[src/rtl/del_gen_pkg.sv]
// Shared constants and state type for the delayed pulse generator.
package del_gen_pkg;

  localparam int unsigned DW   = 16;
  localparam int unsigned N_CH = 4;
  localparam int unsigned CW   = DW + 1;

  typedef enum logic [0:0] {
    StIdle,
    StRun
  } state_e;

endpackage

[src/rtl/del_chan_pulse.sv]
// One channel: output goes high when the run counter reaches di, low PW cycles later.
module del_chan_pulse #(
  parameter int unsigned DW = 16,
  parameter int unsigned PW = 8
) (
  input  logic          clk,
  input  logic          reset,
  input  logic          run,
  input  logic [DW:0]   counter,
  input  logic [DW-1:0] di,
  output logic          out
);

  localparam int unsigned CntW = DW + 1;

  logic [CntW-1:0] t_on;
  logic [CntW-1:0] t_off;
  logic            out_q;
  logic            out_d;

  assign t_on  = {1'b0, di};
  assign t_off = t_on + CntW'(PW);

  // PW >= 1 keeps the set and clear compares from matching on the same count.
  always_comb begin
    out_d = out_q;
    if (!run) begin
      out_d = 1'b0;
    end else if (counter == t_off) begin
      out_d = 1'b0;
    end else if (counter == t_on) begin
      out_d = 1'b1;
    end
  end

  always_ff @(posedge clk or negedge reset) begin
    if (!reset) begin
      out_q <= 1'b0;
    end else begin
      out_q <= out_d;
    end
  end

  assign out = out_q;

endmodule

[src/rtl/del_pulse_gen.sv]
// Four-channel delayed pulse generator; the run length is set by the channel at max_idx.
module del_pulse_gen #(
  parameter int unsigned DW = del_gen_pkg::DW,
  parameter int unsigned PW = 8
) (
  input  logic          clk,
  input  logic          reset,
  input  logic          trig,
  input  logic [DW-1:0] DATA0,
  input  logic [DW-1:0] DATA1,
  input  logic [DW-1:0] DATA2,
  input  logic [DW-1:0] DATA3,
  input  logic [1:0]    max_idx,
  output logic [3:0]    out,
  output logic          busy,
  output logic          done,
  output logic          ovr,
  output logic          err
);

  import del_gen_pkg::*;

  localparam int unsigned CntW = DW + 1;

  state_e                   state_q, state_d;
  logic [CntW-1:0]          cnt_q, cnt_d;
  logic [N_CH-1:0][DW-1:0]  data_q, data_d;
  logic [N_CH-1:0][DW-1:0]  data_in;
  logic [1:0]               idx_q, idx_d;
  logic                     trig_q;
  logic                     busy_q, busy_d;
  logic                     done_q, done_d;
  logic                     ovr_q, ovr_d;
  logic                     err_q, err_d;

  logic                     trig_edge;
  logic [DW-1:0]            dmax;
  logic                     end_hit;
  logic                     over_max;
  logic                     chan_run;

  assign data_in   = {DATA3, DATA2, DATA1, DATA0};
  assign trig_edge = trig & ~trig_q;
  assign dmax      = data_q[idx_q];
  assign end_hit   = (state_q == StRun) && (cnt_q == ({1'b0, dmax} + CntW'(PW)));
  // Channels are forced low on the end edge, truncating any delay beyond dmax.
  assign chan_run  = (state_q == StRun) && !end_hit;

  always_comb begin
    over_max = 1'b0;
    for (int i = 0; i < int'(N_CH); i++) begin
      if (data_in[i] > data_in[max_idx]) begin
        over_max = 1'b1;
      end
    end
  end

  always_comb begin
    state_d = state_q;
    cnt_d   = cnt_q;
    data_d  = data_q;
    idx_d   = idx_q;
    busy_d  = busy_q;
    done_d  = 1'b0;
    ovr_d   = ovr_q;
    err_d   = err_q;
    unique case (state_q)
      StIdle: begin
        if (trig_edge) begin
          state_d = StRun;
          cnt_d   = '0;
          data_d  = data_in;
          idx_d   = max_idx;
          busy_d  = 1'b1;
          err_d   = over_max;
          ovr_d   = 1'b0;
        end
      end
      StRun: begin
        if (trig_edge) begin
          ovr_d = 1'b1;
        end
        if (end_hit) begin
          state_d = StIdle;
          cnt_d   = '0;
          busy_d  = 1'b0;
          done_d  = 1'b1;
        end else begin
          cnt_d = cnt_q + 1'b1;
        end
      end
    endcase
  end

  always_ff @(posedge clk or negedge reset) begin
    if (!reset) begin
      state_q <= StIdle;
      cnt_q   <= '0;
      data_q  <= '0;
      idx_q   <= '0;
      trig_q  <= 1'b0;
      busy_q  <= 1'b0;
      done_q  <= 1'b0;
      ovr_q   <= 1'b0;
      err_q   <= 1'b0;
    end else begin
      state_q <= state_d;
      cnt_q   <= cnt_d;
      data_q  <= data_d;
      idx_q   <= idx_d;
      trig_q  <= trig;
      busy_q  <= busy_d;
      done_q  <= done_d;
      ovr_q   <= ovr_d;
      err_q   <= err_d;
    end
  end

  for (genvar i = 0; i < int'(N_CH); i++) begin : g_chan
    del_chan_pulse #(
      .DW(DW),
      .PW(PW)
    ) u_chan (
      .clk    (clk),
      .reset  (reset),
      .run    (chan_run),
      .counter(cnt_q),
      .di     (data_q[i]),
      .out    (out[i])
    );
  end

  assign busy = busy_q;
  assign done = done_q;
  assign ovr  = ovr_q;
  assign err  = err_q;

endmodule

[config.mk]
export PLATFORM = sky130hd
export DESIGN_NAME = del_pulse_gen
export DESIGN_NICKNAME = d
export VERILOG_FILES = /design/src/rtl/del_gen_pkg.sv /design/src/rtl/del_chan_pulse.sv /design/src/rtl/del_pulse_gen.sv
export SDC_FILE = /design/constraint.sdc
export NUM_CORES = 1
export LEC_CHECK = 0
export BUFFER_PORTS_ARGS = -buffer_cell sky130_fd_sc_hd__buf_4
export CORE_UTILIZATION = 50
export CTS_CLUSTER_DIAMETER = 80
export CTS_CLUSTER_SIZE = 28
export DETAILED_ROUTE_END_ITERATION = 8
export PLACE_DENSITY_LB_ADDON = 0.3
export SLEW_MARGIN = 25
export SYNTH_ARGS = -nofsm -noshare
export SYNTH_HDL_FRONTEND = slang
export SYNTH_SLANG_ARGS = --single-unit
[constraint.sdc]
create_clock -name clk -period 3.2 [get_ports clk]
set_clock_uncertainty 0.15 [all_clocks]
set_input_delay 0.32 -clock clk [delete_from_list [all_inputs] [get_ports clk]]
set_output_delay 0.32 -clock clk [all_outputs]
set_load 0.01 [all_outputs]
==> out/results.tsv <==
metric	value	unit
outcome	completed	
DRT iter0 DRCs	724	
Setup-failing EPs final	0	
ratio of final minimum period to clock period	0.974	
drt total wl	27400	um
HPWL after detailed placement	21600	um
synth top area cells	dfrtp_1 (28%), ha_1 (10%), mux4_2 (8.5%)	
async set or reset register ratio after synthesis	1.00	
Leak Pwr	4.35	nW
Max Freq	0.321	GHz
minimum clock period	3120	ps
Sequential Area	2330	sq um
Sum Neg Setup Slack	0	ps
last weighted congestion value of the routability-driven placer	1.00	
post-synth top area cell	dfrtp_1	
Nets	1143	
Rel. slew slack	0.519	
CP Class	flip-flop to flip-flop	
Setup crit end kind	flip-flop	
top cell type's share of synthesized area	0.276	
Placement Setup Slack	-198	ps
CTS buffer count	9	
die height	132	um
Max-Cap Viols	0	
syn avg cell area	9.63	sq um
die span in x	132	um
full die area	17400	sq um
antenna violations before repair	0	
Port-buffer cells	76	
crit path cell chain	buf_12, mux2i_1, mux2_2, or4_4, a2111oi_4, nand4_1, a211oi_2, buf_4, nand2b_4, buf_4, a211oi_1	
count leader, synth	dfrtp_1	
CP max FO	13	
clock-pin slew on the worst setup and hold paths	70	ps
area grow syn2layout	20.5	%
critical path data required time	3290	ps
Critical Path Max Stage Delay	550	ps
drc violations	0	
Initial Utilization	0.510	
Routed wire per std cell	22.3	um
core area	16500	sq um
post-route setup slack	82.4	ps
R2R Setup Slk	80	ps
pin count of the biggest net entering global routing	64	
CTS root buffer	clkbuf_16	
vias	7670	
IO Pins	77	
CP max stage cell	or4_4	
CTS max path bufs	2	
CP Launch Type	flip-flop	
flops & latches, synth	93	
final hold violation count	0	
first-pass GRT wire length	42900	um
Cell Area, Synth	8430	sq um
worst vdd ir	0.320	mV
most frequent CP cell	buf_4	
Synthesized Nets	1015	
# H-tree levels	3	
Core Rows	47	
vias in the first global route	7463	
Overall Global Routing Usage	0.326	
CTS tree	yes	
Post-synth EDFFs	0	
most frequent cells after synthesis	dfrtp_1 (93), xnor2_1 (79), ha_1 (70)	
clk_lat worst skew	360	ps
Fin Hold WS	61.5	ps
Syn Inst Count	876	
layout cells sized above 1	0.292	
remaining global-route overflow	0	
Ys Warns	0	
Tightest Hold Check Type	primary input to flip-flop	
register area share after synthesis	0.276	
Fill cells	1388	
PD cells	534	nW/um^2
crit path DAT	3200	ps
Multi-input gate area	5820	sq um
diode count	0	
Most used DFF post-synth	dfrtp_1	
Cell variety after synth	58	
drt pass-1 iters	5	
vias per cell	6.24	
post-detailed-route count of antenna-violating nets	0	
Slew Viols, Final	0	
Worst-Margin Slew	722	ps
TritonCTS Sinks	93	
==> where the power goes <==
group          total (mW)  switching (mW)  internal [mW]  leakage, nW
Combinational        2.63            1.37           1.26         3.06
Clock                1.07           0.507          0.561        0.138
Sequential           1.72           0.350           1.37         1.15
Total                5.42            2.23           3.19         4.35
==> cell type report <==
type | instances | share of cell area
tap | 220 | 0.0271
timing repair buffer | 170 | 0.131
inverter | 31 | 0.0115
multi-input combinational | 699 | 0.573
clock inverter | 6 | 0.00517
clock buffer | 10 | 0.0235
sequential | 93 | 0.229
==> path summary, 6_finish.rpt <==
path	cells past startpoint	end	start
max in group asynchronous	3	idx_q[0]$_DFFE_PN0P_	reset
worst min-delay path	2	data_q[18]$_DFFE_PN0P_	DATA1[2]
worst max-delay path	11	g_chan[0].u_chan.out$_DFFE_PN0P_	idx_q[1]$_DFFE_PN0P_
worst min register to register	1	err$_DFFE_PN0P_	err$_DFFE_PN0P_
min in group asynchronous	2	data_q[14]$_DFFE_PN0P_	reset
worst max register to register	11	g_chan[0].u_chan.out$_DFFE_PN0P_	idx_q[1]$_DFFE_PN0P_
==> stage by stage <==
stage                     cells  power, mW  instance area (sq um)  utilization
after floorplan             876       3.32                   8460            -
after global placement     1209       4.21                   9770        0.591
after detailed placement   1209       4.27                   9770        0.591
after CTS                  1229       5.34                  10100        0.611
after global routing       1229       5.72                  10200        0.615
final                      1229       5.42                  10200        0.615
==> critical path: cells and delay by family, from the launching register on <==
family	cells	cell delay, ps
flops	1	460
mux	2	470
compound gates	3	580
buf+inv	3	500
simple gates	3	830
==> logic make-up after synthesis <==
| kind of cell | count (synthesis) | share of synthesized area |
|---|---|---|
| AO/OA/AOI/OAI | 130 | 0.103 |
| AND/OR/NAND/NOR | 265 | 0.161 |
| adder cells (fa/ha/maj) | 70 | 0.104 |
| multiplexers | 101 | 0.177 |
| XOR/XNOR | 132 | 0.137 |
| flip-flops | 93 | 0.276 |
| buffers and inverters | 85 | 0.0423 |
==> state kept, by name (all words and copies together) (netlist names) <==
name and cells:
err 1, cnt_q 17, ovr 1, busy 1, data_q 64, done 1
idx_q 2, trig_q 1, g_chan.u_chan.out 4, state_q 1
==> metal layers <==
metal	vias up	GRT usage	part of all wire
li1	3484	-	-
met1	3760	0.429	0.42
met2	351	0.514	0.46
met3	75	0.0681	0.082
met4	0	0.153	0.043
met5	-	0	0
==> layout by cell type (no fill, tap or decap), drive strengths merged, types with 10 or more instances in the layout <==
master,netlist,routed
buf,15,168
dfrtp,93,93
xnor2,79,79
ha,70,70
mux2,63,63
nor2,59,59
xor2,53,53
nand2,45,45
nand4,41,41
inv,31,34
mux4,32,32
nand3,31,31
o21ai,29,29
nor3,24,24
a21oi,23,23
nor2b,13,13
nor4,13,13
a31oi,11,11
o21a,11,11
a211oi,11,11
a21o,10,11
and3,10,10
clkbuf,39,10
==> repair_timing <==
action / CTS / global route
hold buffers: 2 / 0
cloned: 1 / 0
setup buffers: 1 / 0
setup endpoints to repair: 22 / 24
pin swaps: 1 / 0
resized for setup: 2 / 13
hold endpoints to repair: 41 / 0
No activity file was read; power rests on OpenSTA's default activity.
